**src/rtl/regfile_writeback_queue_pkg.sv**
```systemverilog
// regfile_writeback_queue_pkg: shared widths, queue depth and write-entry layout
package regfile_writeback_queue_pkg;
    localparam int REG_AW   = 5;
    localparam int REG_DW   = 32;
    localparam int WB_DEPTH = 4;
    localparam int WB_PW    = $clog2(WB_DEPTH);
    localparam int WB_CW    = WB_PW + 1;
    typedef logic [REG_AW-1:0] reg_addr_t;
    typedef logic [REG_DW-1:0] reg_data_t;
    typedef struct packed {
        reg_addr_t addr;
        reg_data_t data;
    } wb_entry_t;
endpackage

```
**src/rtl/regfile_writeback_queue_if.sv**
```systemverilog
// regfile_writeback_queue_if: request, register-file write and hazard-query signals of the writeback queue
interface regfile_writeback_queue_if;
    import regfile_writeback_queue_pkg::*;
    logic             alu_valid;
    reg_addr_t        alu_addr;
    reg_data_t        alu_data;
    logic             alu_ready;
    logic             ld_valid;
    reg_addr_t        ld_addr;
    reg_data_t        ld_data;
    logic             ld_ready;
    logic             wr_stall;
    logic             we3;
    reg_addr_t        a3;
    reg_data_t        wd3;
    reg_addr_t        q1_addr;
    reg_addr_t        q2_addr;
    logic             q1_pend;
    logic             q2_pend;
    reg_data_t        q1_fwd;
    reg_data_t        q2_fwd;
    logic [WB_CW-1:0] count;
    modport slave (
        input  alu_valid, alu_addr, alu_data, ld_valid, ld_addr, ld_data, wr_stall, q1_addr, q2_addr,
        output alu_ready, ld_ready, we3, a3, wd3, q1_pend, q2_pend, q1_fwd, q2_fwd, count
    );
    modport master (
        output alu_valid, alu_addr, alu_data, ld_valid, ld_addr, ld_data, wr_stall, q1_addr, q2_addr,
        input  alu_ready, ld_ready, we3, a3, wd3, q1_pend, q2_pend, q1_fwd, q2_fwd, count
    );
endinterface

```
**src/rtl/regfile_writeback_queue_wb_fifo.sv**
```systemverilog
// wb_fifo: circular buffer of pending register writes with occupancy count; exposes all slots for hazard checks
module wb_fifo
    import regfile_writeback_queue_pkg::*;
(
    input  logic             clk,
    input  logic             rst,
    input  logic             push_i,
    input  wb_entry_t        entry_i,
    input  logic             pop_i,
    output logic             full_o,
    output logic             empty_o,
    output logic [WB_CW-1:0] count_o,
    output logic [WB_PW-1:0] rd_ptr_o,
    output wb_entry_t        mem_o [WB_DEPTH]
);
    logic [WB_PW-1:0] wr_ptr_q, wr_ptr_d, rd_ptr_q, rd_ptr_d;
    logic [WB_CW-1:0] count_q, count_d;
    wb_entry_t        mem_q [WB_DEPTH];
    logic             do_push, do_pop;

    assign full_o   = count_q == WB_CW'(WB_DEPTH);
    assign empty_o  = count_q == '0;
    assign do_push  = push_i && !full_o;
    assign do_pop   = pop_i && !empty_o;
    assign count_o  = count_q;
    assign rd_ptr_o = rd_ptr_q;
    assign mem_o    = mem_q;

    // pointers wrap naturally at the power-of-two depth; count separates full from empty
    always_comb begin
        wr_ptr_d = do_push ? wr_ptr_q + WB_PW'(1) : wr_ptr_q;
        rd_ptr_d = do_pop ? rd_ptr_q + WB_PW'(1) : rd_ptr_q;
        count_d  = count_q + WB_CW'(do_push) - WB_CW'(do_pop);
    end

    // pointer and occupancy registers
    always_ff @(posedge clk) begin
        if (rst) begin
            wr_ptr_q <= '0;
            rd_ptr_q <= '0;
            count_q  <= '0;
        end else begin
            wr_ptr_q <= wr_ptr_d;
            rd_ptr_q <= rd_ptr_d;
            count_q  <= count_d;
        end
    end

    // entry storage needs no reset: slots are only read while counted as valid
    always_ff @(posedge clk) begin
        if (do_push) mem_q[wr_ptr_q] <= entry_i;
    end
endmodule

```
**src/rtl/regfile_writeback_queue.sv**
```systemverilog
// regfile_writeback_queue: arbitrates ALU/load writes into a FIFO draining to the register-file write port,
// with RAW pending flags per read port; define WB_BYPASS_EN to also return youngest matching queued data
module regfile_writeback_queue
    import regfile_writeback_queue_pkg::*;
(
    input logic                      clk,
    input logic                      rst,
    regfile_writeback_queue_if.slave wb
);
    logic             full, empty, alu_fire, ld_fire, push;
    logic [WB_PW-1:0] rd_ptr;
    wb_entry_t        entry, head;
    wb_entry_t        mem [WB_DEPTH];

    assign wb.alu_ready = !full;
    assign wb.ld_ready  = !full && !wb.alu_valid;
    assign alu_fire     = wb.alu_valid && wb.alu_ready;
    assign ld_fire      = wb.ld_valid && wb.ld_ready;

    // select the accepted request; x0 writes complete the handshake but are dropped
    always_comb begin
        entry.addr = alu_fire ? wb.alu_addr : wb.ld_addr;
        entry.data = alu_fire ? wb.alu_data : wb.ld_data;
        push       = (alu_fire || ld_fire) && entry.addr != '0;
    end

    wb_fifo u_fifo (
        .clk      (clk),
        .rst      (rst),
        .push_i   (push),
        .entry_i  (entry),
        .pop_i    (wb.we3),
        .full_o   (full),
        .empty_o  (empty),
        .count_o  (wb.count),
        .rd_ptr_o (rd_ptr),
        .mem_o    (mem)
    );

    assign head   = mem[rd_ptr];
    assign wb.we3 = !empty && !wb.wr_stall;
    assign wb.a3  = empty ? '0 : head.addr;
    assign wb.wd3 = empty ? '0 : head.data;

    // flag any live entry targeting a read-port address; x0 is never a hazard
    always_comb begin
        wb.q1_pend = 1'b0;
        wb.q2_pend = 1'b0;
        for (int a = 0; a < WB_DEPTH; a++) begin
            if (WB_CW'(a) < wb.count) begin
                wb.q1_pend = wb.q1_pend | (wb.q1_addr != '0 && mem[rd_ptr + WB_PW'(a)].addr == wb.q1_addr);
                wb.q2_pend = wb.q2_pend | (wb.q2_addr != '0 && mem[rd_ptr + WB_PW'(a)].addr == wb.q2_addr);
            end
        end
    end

`ifdef WB_BYPASS_EN
    // walk oldest to youngest so the youngest matching entry wins
    always_comb begin
        wb.q1_fwd = '0;
        wb.q2_fwd = '0;
        for (int a = 0; a < WB_DEPTH; a++) begin
            if (WB_CW'(a) < wb.count && wb.q1_addr != '0 && mem[rd_ptr + WB_PW'(a)].addr == wb.q1_addr)
                wb.q1_fwd = mem[rd_ptr + WB_PW'(a)].data;
            if (WB_CW'(a) < wb.count && wb.q2_addr != '0 && mem[rd_ptr + WB_PW'(a)].addr == wb.q2_addr)
                wb.q2_fwd = mem[rd_ptr + WB_PW'(a)].data;
        end
    end
`else
    assign wb.q1_fwd = '0;
    assign wb.q2_fwd = '0;
`endif
endmodule

```
**src/flat_wrapper.sv**
```systemverilog
// flat-port wrapper written by rule: the top's interface ports become plain ports
module regfile_writeback_queue_flat import regfile_writeback_queue_pkg::*;
  (clk, rst, wb_alu_valid, wb_alu_addr, wb_alu_data, wb_ld_valid, wb_ld_addr, wb_ld_data, wb_wr_stall, wb_q1_addr, wb_q2_addr, wb_alu_ready, wb_ld_ready, wb_we3, wb_a3, wb_wd3, wb_q1_pend, wb_q2_pend, wb_q1_fwd, wb_q2_fwd, wb_count);
  regfile_writeback_queue_if wb_i ();
  input logic clk;
  input logic rst;
  input wire logic [$bits(wb_i.alu_valid)-1:0] wb_alu_valid;
  input wire logic [$bits(wb_i.alu_addr)-1:0] wb_alu_addr;
  input wire logic [$bits(wb_i.alu_data)-1:0] wb_alu_data;
  input wire logic [$bits(wb_i.ld_valid)-1:0] wb_ld_valid;
  input wire logic [$bits(wb_i.ld_addr)-1:0] wb_ld_addr;
  input wire logic [$bits(wb_i.ld_data)-1:0] wb_ld_data;
  input wire logic [$bits(wb_i.wr_stall)-1:0] wb_wr_stall;
  input wire logic [$bits(wb_i.q1_addr)-1:0] wb_q1_addr;
  input wire logic [$bits(wb_i.q2_addr)-1:0] wb_q2_addr;
  output wire logic [$bits(wb_i.alu_ready)-1:0] wb_alu_ready;
  output wire logic [$bits(wb_i.ld_ready)-1:0] wb_ld_ready;
  output wire logic [$bits(wb_i.we3)-1:0] wb_we3;
  output wire logic [$bits(wb_i.a3)-1:0] wb_a3;
  output wire logic [$bits(wb_i.wd3)-1:0] wb_wd3;
  output wire logic [$bits(wb_i.q1_pend)-1:0] wb_q1_pend;
  output wire logic [$bits(wb_i.q2_pend)-1:0] wb_q2_pend;
  output wire logic [$bits(wb_i.q1_fwd)-1:0] wb_q1_fwd;
  output wire logic [$bits(wb_i.q2_fwd)-1:0] wb_q2_fwd;
  output wire logic [$bits(wb_i.count)-1:0] wb_count;
  assign wb_i.alu_valid = wb_alu_valid;
  assign wb_i.alu_addr = wb_alu_addr;
  assign wb_i.alu_data = wb_alu_data;
  assign wb_i.ld_valid = wb_ld_valid;
  assign wb_i.ld_addr = wb_ld_addr;
  assign wb_i.ld_data = wb_ld_data;
  assign wb_i.wr_stall = wb_wr_stall;
  assign wb_i.q1_addr = wb_q1_addr;
  assign wb_i.q2_addr = wb_q2_addr;
  assign wb_alu_ready = wb_i.alu_ready;
  assign wb_ld_ready = wb_i.ld_ready;
  assign wb_we3 = wb_i.we3;
  assign wb_a3 = wb_i.a3;
  assign wb_wd3 = wb_i.wd3;
  assign wb_q1_pend = wb_i.q1_pend;
  assign wb_q2_pend = wb_i.q2_pend;
  assign wb_q1_fwd = wb_i.q1_fwd;
  assign wb_q2_fwd = wb_i.q2_fwd;
  assign wb_count = wb_i.count;
  regfile_writeback_queue u_core (.clk(clk), .rst(rst), .wb(wb_i));
endmodule
```
**config.mk**
```make
export PLATFORM = sky130hd
export DESIGN_NAME = regfile_writeback_queue_flat
export DESIGN_NICKNAME = d
export VERILOG_FILES = /design/src/rtl/regfile_writeback_queue_pkg.sv /design/src/rtl/regfile_writeback_queue_if.sv /design/src/rtl/regfile_writeback_queue_wb_fifo.sv /design/src/rtl/regfile_writeback_queue.sv /design/src/flat_wrapper.sv
export SDC_FILE = /design/constraint.sdc
export NUM_CORES = 1
export LEC_CHECK = 0
export ABC_CLOCK_PERIOD_IN_PS = 4800
export BUFFER_PORTS_ARGS = -buffer_cell sky130_fd_sc_hd__buf_2
export CAP_MARGIN = 20
export CORE_MARGIN = 10
export CORE_UTILIZATION = 40
export CTS_CLUSTER_SIZE = 30
export DETAILED_ROUTE_END_ITERATION = 8
export HOLD_SLACK_MARGIN = 0.15
export PLACE_DENSITY = 0.73
export SETUP_SLACK_MARGIN = 0.15
export SLEW_MARGIN = 10
export SYNTH_ARGS = -nofsm -noshare
export SYNTH_HDL_FRONTEND = slang
export SYNTH_HIERARCHICAL = 1
export SYNTH_SLANG_ARGS = --single-unit
```
**constraint.sdc**
```tcl
create_clock -name clk -period 4.8 [get_ports clk]
set_clock_uncertainty 0.2 [all_clocks]
set_input_delay 0 -clock clk [delete_from_list [all_inputs] [get_ports clk]]
set_output_delay 0 -clock clk [all_outputs]
set_load 0.01 [all_outputs]
```
Word level (Yosys, flattened, before mapping)
Cells that the tools add are included.
{ "totals": {"wordCells": 99, "inputBits": 89, "mem_count": 0, "ram_bits": 0, "mem_bits_ro": 0, "output_inout_bits": 109, "ff_bits": 155, "latch_bits": 0} }
{ "classes": {"eq_ne": 9, "bitwise": 11, "addsub": 6, "div_mod_pow": 0, "magnitude_cmp": 10, "n_mux": 27, "mul": 0, "reduce_logical": 25, "shift": 0} }
{ "ops": {"columns": ["op", "count"], "rows": [
  ["2-to-1 mux 37 bit", 9],
  ["binary-select mux 37 bit (select 2 bit)", 4],
  ["bitwise mux 148 bit", 1],
  ["demux 37 bit (select 2 bit)", 1],
  ["2-to-1 mux 32 bit", 2],
  ["equality test 5 bit", 8],
  ["logical AND 1 bit", 16],
  [">= comparator 3 bit (second input constant)", 5],
  ["inverter 2 -> 3 bit", 5],
  ["nonzero test 5 bit", 3],
  ["2-to-1 mux 5 bit", 2],
  ["2-to-1 mux 1 bit", 8],
  ["less-than comparator 1 x 3 -> 1 bit (first input constant)", 2],
  ["less-than comparator 2 x 3 -> 1 bit (first input constant)", 2],
  ["OR 1 bit", 6],
  ["adder 2 x 1 -> 2 bit (second input constant)", 2],
  ["adder 2 bit (second input constant)", 2],
  ["logical NOT 1 bit", 4],
  ["adder 3 x 1 -> 3 bit", 1],
  ["equality test 3 bit (second input constant)", 1],
  ["logical NOT 3 bit", 1],
  ["less-than comparator 3 x 1 -> 1 bit (second input constant)", 1],
  ["subtractor 3 x 1 -> 3 bit", 1],
  ["logical OR 1 bit", 1]
]} }

Logic depth before layout (Yosys ltp)
Gate-level depths: netlist (run 1).
{ "depth": {"ltp_word": 13, "depth_mapped": 16, "ltp_nobuf": 15} }

Modules after synthesis
Netlist (run 1), hierarchy kept.
{ "modules_own_cells": {"columns": ["module", "seq_area_each_um2", "area_per_inst_um2", "cells_each", "instances"], "rows": [
  ["wb_fifo", 4584.4, 4875.9, 195, 1],
  ["regfile_writeback_queue", 0.0, 3239.4, 352, 1]
]} }

Worst setup path after synthesis (run 1)
Ideal clock, no wire load.
{ "synth_timing": {"kind": "register to register", "start": "reg u_core.u_fifo.count_q[2] (netlist: u_core/u_fifo/count_o[2])", "end": "reg u_core.u_fifo.count_q[2] (netlist: u_core/u_fifo/count_o[2])", "t_required_ns": 4.485, "stages_incl_launch_ff": 17, "arrival_time_ns": 3.418, "slack_ns": 1.067, "setup_ns": 0.115, "period_less_slack_ns": 3.733, "path_buffers": 1, "cell_sequence": "dfxtp_1 -> nor3b_2 -> nor2b_1 -> buf_6 -> mux2_4 -> or4_1 -> o221a_1 -> inv_1 -> nor2_2 -> inv_1 -> ha_1 -> inv_1 -> ha_1 -> fa_1 -> xnor2_1 -> xnor2_1 -> nor2_1"} }
{ "synth_rtl": {"columns": ["item", "line", "rtl"], "rows": [
  ["from (decl)", "regfile_writeback_queue_wb_fifo.sv:17", "logic [WB_CW-1:0] count_q, count_d;"],
  ["from (signal assigned)", "regfile_writeback_queue_wb_fifo.sv:45", "count_q <= count_d;"]
]} }

==> results by group, run 1 <==
Placed design
  • Gpl congestion: 0.874
  • Post-DP HPWL: 13.4 mm
  • IO buf count: 133

Synth
  • Multiplexer area fraction after synthesis: 19.7%
  • Ys async rst share: 0%
  • Area share of fa/ha/maj cells after synthesis: 1.17%
  • Combinational family with the most area after synthesis: multiplexers
  • Post-Syn Area: 8120 um2
  • Synth Register Bits: 155
  • Cell with the most instances after synthesis: edfxtp_1
  • Synth Area per Inst: 14.8 um2
  • Seq/Total Area, Yosys: 56.5%
  • Simple-gate share of the synthesized area: 7.48%
  • Leading cell types by count after synthesis: edfxtp_1 (148), buf_4 (65), nor2b_1 (45), mux2_2 (38), mux4_2 (37)
  • Syn. warnings: 6
  • Cell count after synthesis: 547
  • Synth top area share: 54.8%
  • Primary FF master, synth: edfxtp_1
  • Compound-Gate Fraction of Synth Area: 2.22%
  • Post-Synth XOR/XNOR Area: 4.64%
  • Yosys cell types: 43
  • Dominant cells by area after synthesis: edfxtp_1 (55%), mux4_2 (10%), buf_4 (6.0%), mux2_2 (5.3%), mux2i_1 (3.8%)
  • Post-synth EDFFs: 148
  • Leading area contributor after synthesis: edfxtp_1

Setup path
  • Slowest stage cell, crit path: dfxtp_1
  • Worst Path Buf+Inv: 4
  • Beginning of the critical path: u_core/u_fifo/count_o[1]
  • CP Capture Type: flop
  • CP Launch Type: flop
  • Crit path max fanout: 10
  • Crit path DAT: 4.51 ns
  • Critical path depth in cells: 16
  • CP dominant cell by count: inv_1
  • CP Cell Sequence: nor3b_4 > nor2b_4 > mux2_4 > or4_1 > o221a_1 > dlygate4sd3_1 > inv_1 > nor2_2 > inv_1 > ha_1 > inv_1 > ha_1 > fa_1 > xnor2_1 > xnor2_1 > nor2_1
  • Reg2reg path depth: 16
  • CP Class: reg2reg
  • R2r startpoint: u_core/u_fifo/count_o[1]
  • Crit path required time: 4.90 ns
  • Max incr delay on CP: 0.61 ns
  • CP delay by family, top: simple AND/OR/NAND/NOR gates

Floorplanning
  • Core Footprint: 20,100 um2
  • Starting Density: 40.4%
  • # rows: 52
  • Die X: 162 um
  • I/O pin count: 198
  • Die height: 162 um
  • Die area: 26,400 um2

Timing
  • TNS Setup: 0 ns
  • Ratio of final minimum period to clock period: 91.9%
  • Max-slew headroom: 49.5%
  • Max Freq: 227 MHz
  • Minimum clock period: 4.41 ns
  • Unrepaired setup endpoints after global routing: no
  • Endpoints failing setup: 0
  • Final Hold Violating Endpoints: 0
  • Worst-margin pin slew: 0.757 ns
  • Pins Over Slew Limit: 0

Routing
  • Routed len/inst: 18.3 um
  • Routed Antenna Nets: 0
  • Via-per-instance ratio: 4.77
  • Number of remaining DRC errors: 0
  • DR vias: 4,977
  • DRT iter0 DRCs: 332
  • Drt pass-1 iters: 5
  • WL final: 19.1 mm

CTS
  • Clk sinks: 155
  • CTS Buf Count: 17
  • CTS max path bufs: 2
  • CTS tree: built
  • H-tree levels: 4
  • Clk_lat worst skew: 0.41 ns
  • Clock slew at reported path FFs: 0.06 ns
  • CTS Root Cell: clkbuf_16

Global routing
  • Pin count of the biggest net entering global routing: 45
  • Grt met1 use: 17.7%
  • Gr usage total: 14.3%
  • Layer with the highest usage: met2
  • Vias in the first global route: 5,318
  • Met3 Use GR: 4.40%
  • Overflow after GRT: 0
  • Met2 Usage GRT: 23.6%
  • Initial antenna violation count: 0
  • Global-route wire length before repair: 29.4 mm

Power
  • Peak supply drop: 313 uV
  • Clock power frac: 24.9%
  • Flop pwr share: 38.7%
  • Comb pwr share: 36.4%
  • Psw: 1.73 mW
  • Internal power: 3.73 mW
  • Power per cell area: 531 nW/um2
  • Leak: 3.82 nW
  • Sw Share: 31.7%
  • Total power draw: 5.45 mW

Flow run
  • Max-cap violations: 0

Finish
  • Layout fillers: 1,675
  • Area occupied by multi-input gates: 3130 um2
  • Ant. Diodes: 0
  • Nets: 856
  • Share of layout cells above drive strength 1: 34.0%
  • Area Overhead vs Synth: 26.5%
  • FF/Latch Area: 4590 um2

Worst hold path
  • Hold Path Depth: 3
  • Class of the worst hold path: in2reg
  • Hold_sp: rst

Run status
  • Status: complete, no violations
stage by stage:
step                hold WS [ns]  cell area [um2]  setup WS, ns  util, %  std cells
CTS                        0.194            10300         0.220     51.0       1042
floorplan                 -0.152             8350          1.07        -        610
finish                     0.203            10300         0.390     51.1       1043
detailed placement        0.0683             8840         0.771     44.0        930
global route               0.237            10300         0.174     51.1       1043
global placement          0.0678             8840         0.879     44.0        930
logic make-up (layout without fill, tap and decap cells):
logic type,after synthesis,after routing
compound gates,24,24
xor+xnor,43,43
fa+ha+maj,7,7
buf+inv,105,268
flops,155,155
mux,108,108
other cells,1,64
simple gates,104,104
placed cells by master (no fill, tap or decap), types with 3 or more instances in the layout:
cell type      count
and2_2             4
nor4_1             5
o211ai_1           3
mux4_2            37
buf_4             14
xor2_1            14
clkinvlp_4         3
bufinv_16          4
nor4b_1            3
mux2i_1           31
xnor2_1           29
nand2_1            8
nand2b_1           5
dlygate4sd3_1     80
ha_1               6
nor2b_1           44
edfxtp_1         148
clkinv_2           4
conb_1            64
a21oi_1            5
buf_2            133
clkbuf_16         17
nor2_1            15
dfxtp_1            5
nor3_1             6
mux2_2            38
o2111ai_1          5
inv_1              9
worst reg2reg max path, stage by stage, from the launching register on:
cell	delay (ns)
dfxtp_1	0.61
nor3b_4	0.14
nor2b_4	0.27
mux2_4	0.34
or4_1	0.55
o221a_1	0.23
dlygate4sd3_1	0.57
inv_1	0.09
nor2_2	0.07
inv_1	0.09
ha_1	0.14
inv_1	0.05
ha_1	0.19
fa_1	0.40
xnor2_1	0.17
xnor2_1	0.13
nor2_1	0.05
final timing paths:
kind                                    end  slack, ns
hold reg to reg   u_core/u_fifo/wr_ptr_q[1]       0.33
setup / recovery   u_core/u_fifo/count_o[2]       0.39
hold / removal    u_core/u_fifo/rd_ptr_o[0]       0.20
setup reg to reg   u_core/u_fifo/count_o[2]       0.39
layer usage:
layer | part of all wire, % | up-vias
met1 | 42 | 2399
met5 | 0 | -
met2 | 48 | 224
met3 | 8.8 | 18
met4 | 1.2 | 0
li1 | - | 2336
flip-flops by register name, indices dropped and copies added, names as in the netlist:
register and cells:
u_core/u_fifo/mem_o 148, u_core/u_fifo/count_o 3, u_core/u_fifo/rd_ptr_o 2, u_core/u_fifo/wr_ptr_q 2
power by group through the flow:
stage,Sequential (mW),Clock [mW],Combinational (mW)
floorplan,2.04,0,1.36
global placement,2.11,0,1.89
detailed placement,2.13,0,1.90
CTS,2.11,1.38,2.01
global route,2.15,1.45,2.18
finish,2.11,1.36,1.99
timing repair:
item,CTS,global route
setup buffers,0,1
gates resized for setup,0,1
hold buffers,80,0
endpoints found under the hold margin,157,0
endpoints found under the setup margin,0,2
area by class of cell:
class / count / share of cell area (%)
Clock buffer: 19 / 4.22
Clock inverter: 13 / 1.71
Inverter: 9 / 0.329
Multi-Input combinational cell: 350 / 30.4
Sequential cell: 155 / 44.7
Tap cell: 270 / 3.29
Timing Repair Buffer: 227 / 15.3
Note: power is estimated with default switching activity, not from simulation.
==> run 2, diff against run 1 <==
--- a/config.mk
+++ b/config.mk
@@ -18,5 +18,4 @@
 export SLEW_MARGIN = 10
 export SYNTH_ARGS = -nofsm -noshare
 export SYNTH_HDL_FRONTEND = slang
-export SYNTH_HIERARCHICAL = 1
 export SYNTH_SLANG_ARGS = --single-unit
==> results by group, run 2 <==
Placed design
  • Post-DP HPWL: 12.2 mm (was 13.4 mm)
  • Gpl congestion: 0.834 (was 0.874)
  • Placed Cells: 899 (was 930)
  • DP Area: 8690 um2 (was 8840 um2)
  • IO buf count: 133 (unchanged)

Finish
  • Final instance area: 10,100 um2 (was 10,300 um2)
  • FF/Latch Area: 4590 um2 (unchanged)
  • Max reg flops: 148 (unchanged)
  • Area occupied by multi-input gates: 3000 um2 (was 3130 um2)
  • Most frequent cells in the layout: edfxtp_1 (148), buf_2 (133), dlygate4sd3_1 (79) (was edfxtp_1 (148), buf_2 (133), dlygate4sd3_1 (80))
  • Share of layout cells above drive strength 1: 35.2% (was 34.0%)
  • Layout fillers: 1,613 (was 1,675)
  • Area Overhead vs Synth: 25.7% (was 26.5%)
  • Fin cells: 1,011 (was 1,043)
  • Nets: 830 (was 856)
  • Commonest non-fill, non-tap cell in the layout: edfxtp_1 (unchanged)

Setup path
  • CP Class: reg2reg (unchanged)
  • Crit path DAT: 3.59 ns (was 4.51 ns)
  • CP Capture Type: flop (unchanged)
  • Crit path required time: 4.91 ns (was 4.90 ns)
  • Crit path max fanout: 10 (unchanged)
  • CP Launch Type: flop (unchanged)

Synth
  • Cell count after synthesis: 526 (was 547)
  • Dominant cells by area after synthesis: edfxtp_1 (56%), mux4_2 (11%), buf_4 (6.1%), mux2_2 (5.1%), nor2b_1 (3.0%) (was edfxtp_1 (55%), mux4_2 (10%), buf_4 (6.0%), mux2_2 (5.3%), mux2i_1 (3.8%))
  • Synth Area per Inst: 15.2 um2 (was 14.8 um2)
  • Combinational family with the most area after synthesis: multiplexers (unchanged)
  • Simple-gate share of the synthesized area: 6.36% (was 7.48%)
  • Primary FF master, synth: edfxtp_1 (unchanged)
  • Multiplexer area fraction after synthesis: 19.2% (was 19.7%)
  • Compound-Gate Fraction of Synth Area: 1.78% (was 2.22%)
  • Cell with the most instances after synthesis: edfxtp_1 (unchanged)
  • Synth top area share: 55.5% (was 54.8%)
  • Post-Syn Area: 8010 um2 (was 8120 um2)
  • Syn. warnings: 0 (was 6)
  • Leading area contributor after synthesis: edfxtp_1 (unchanged)
  • Post-synth EDFFs: 148 (unchanged)
  • Post-Synth XOR/XNOR Area: 5.14% (was 4.64%)
  • Area share of fa/ha/maj cells after synthesis: 1.50% (was 1.17%)
  • Ys async rst share: 0% (unchanged)
  • Yosys cell types: 45 (was 43)
  • Leading cell types by count after synthesis: edfxtp_1 (148), buf_4 (65), mux4_2 (40), nor2b_1 (39), mux2_2 (36) (was edfxtp_1 (148), buf_4 (65), nor2b_1 (45), mux2_2 (38), mux4_2 (37))
  • Synth Register Bits: 155 (unchanged)
  • Seq/Total Area, Yosys: 57.3% (was 56.5%)

Run status
  • Status: complete, no violations (unchanged)

CTS
  • CTS resizes: 0 (unchanged)
  • CTS max path bufs: 2 (unchanged)
  • Hold buffer count at CTS: 79 (was 80)
  • Post-CTS Setup Repair Bufs: 0 (unchanged)
  • Clk sinks: 155 (unchanged)
  • CTS tree: built (unchanged)
  • CTS Root Cell: clkbuf_16 (unchanged)
  • H-tree levels: 4 (unchanged)
  • CTS Buf Count: 17 (unchanged)
  • Clk_lat worst skew: 0.41 ns (about the same)
  • Clock slew at reported path FFs: 0.07 ns (was 0.06 ns)

Power
  • Leak: 3.75 nW (was 3.82 nW)
  • Power per cell area: 527 nW/um2 (was 531 nW/um2)
  • Total power draw: 5.30 mW (was 5.45 mW)
  • Peak supply drop: 219 uV (was 313 uV)

Worst hold path
  • Class of the worst hold path: in2out (was in2reg)

Routing
  • DRT iter0 DRCs: 283 (was 332)
  • Via-per-instance ratio: 4.75 (was 4.77)
  • Number of remaining DRC errors: 0 (unchanged)
  • Drt pass-1 iters: 4 (was 5)
  • Routed Antenna Nets: 0 (unchanged)
  • WL final: 17.7 mm (was 19.1 mm)
  • Routed len/inst: 17.5 um (was 18.3 um)
  • DR vias: 4,800 (was 4,977)

Global routing
  • Overflow after GRT: 0 (unchanged)
  • Pin count of the biggest net entering global routing: 40 (was 45)
  • Vias in the first global route: 5,340 (was 5,318)
  • Initial antenna violation count: 1 (was 0)
  • Gr usage total: 13.7% (was 14.3%)
  • Global-route wire length before repair: 28.4 mm (was 29.4 mm)

Floorplanning
  • Die height: 161 um (was 162 um)
  • I/O pin count: 198 (unchanged)
  • Core Footprint: 19,600 um2 (was 20,100 um2)
  • Starting Density: 40.9% (was 40.4%)
  • # rows: 51 (was 52)
  • Die X: 161 um (was 162 um)
  • Die area: 26,100 um2 (was 26,400 um2)

Timing
  • Max-slew headroom: 48.3% (was 49.5%)
  • Minimum clock period: 3.48 ns (was 4.41 ns)
  • TNS Setup: 0 ns (unchanged)
  • Endpoints failing setup: 0 (unchanged)
  • Ratio of final minimum period to clock period: 72.5% (was 91.9%)
  • Final Hold Violating Endpoints: 0 (unchanged)
  • Worst-margin pin slew: 0.776 ns (was 0.757 ns)
  • Max Freq: 287 MHz (was 227 MHz)
  • Unrepaired setup endpoints after global routing: no (unchanged)
  • Pins Over Slew Limit: 0 (unchanged)

Flow run
  • Max-cap violations: 0 (unchanged)
-- run 2: cell count changes in the layout (fill, tap and decap cells not counted), sizes merged, moves of 6 or more --
cell	before	now
xnor2	29	21
nor3	7	1
buf	147	141
nor2b	45	39
xor2	14	26
inv	9	21
mux2i	31	23
-- run 2: kinds of logic after synthesis --
family,Yosys count
buffers and inverters,108
AO/OA/AOI/OAI,17
multiplexers,99
XOR/XNOR,47
AND/OR/NAND/NOR,90
other,1
flip-flops,155
adder cells (fa/ha/maj),9
-- run 2: layout make-up --
type,count,share of cell area [%]
tap,265,3.30
clock buffer,17,4.23
inverter,12,0.448
antenna,1,0.0249
sequential,155,45.6
clock inverter,15,1.50
timing repair buffer,220,15.1
multi-input combinational,326,29.8
-- run 2: critical path, stage by stage (launching register included) --
cell and delay, ns:
dfxtp_1 0.40, or3b_1 0.52, and3_1 0.27, a2111oi_2 0.37
a31o_1 0.54, ha_1 0.33, inv_1 0.06, ha_1 0.15
fa_1 0.40, nor2b_1 0.13
-- run 2: final timing paths --
check                             from                         to  slack, ns  cells after the start
max reg2reg   u_core.u_fifo.count_o[2]   u_core.u_fifo.count_o[1]       1.32                      9
min reg2reg  u_core.u_fifo.wr_ptr_q[1]  u_core.u_fifo.wr_ptr_q[1]       0.39                      2
max           u_core.u_fifo.count_o[2]   u_core.u_fifo.count_o[1]       1.32                      9
min                       wb_alu_valid                wb_ld_ready       0.17                      3
-- run 2: per-layer routing --
metal | vias up | part of all wire [%] | track usage [%]
met5 | - | 0 | 0
met4 | 0 | 1.4 | 4.05
met3 | 20 | 11 | 5.39
met2 | 219 | 47 | 22.3
met1 | 2319 | 40 | 16.4
li1 | 2242 | - | -
-- run 2: through the flow --
step | util (%) | hold slack [ns] | setup slack (ns)
after detailed placement | 44.4 | 0.0750 | 1.35
after global placement | 44.4 | 0.0660 | 1.42
after global routing | 51.4 | 0.185 | 1.14
after CTS | 51.3 | 0.175 | 1.35
after floorplan | - | -0.154 | 1.03
final | 51.4 | 0.168 | 1.32
-- run 2: report_power, final --
part | switching, mW | internal (mW) | leakage (nW)
Combinational | 1.02 | 0.948 | 2.05
Sequential | 0.178 | 1.88 | 1.43
Clock | 0.580 | 0.692 | 0.278
Total | 1.78 | 3.52 | 3.75
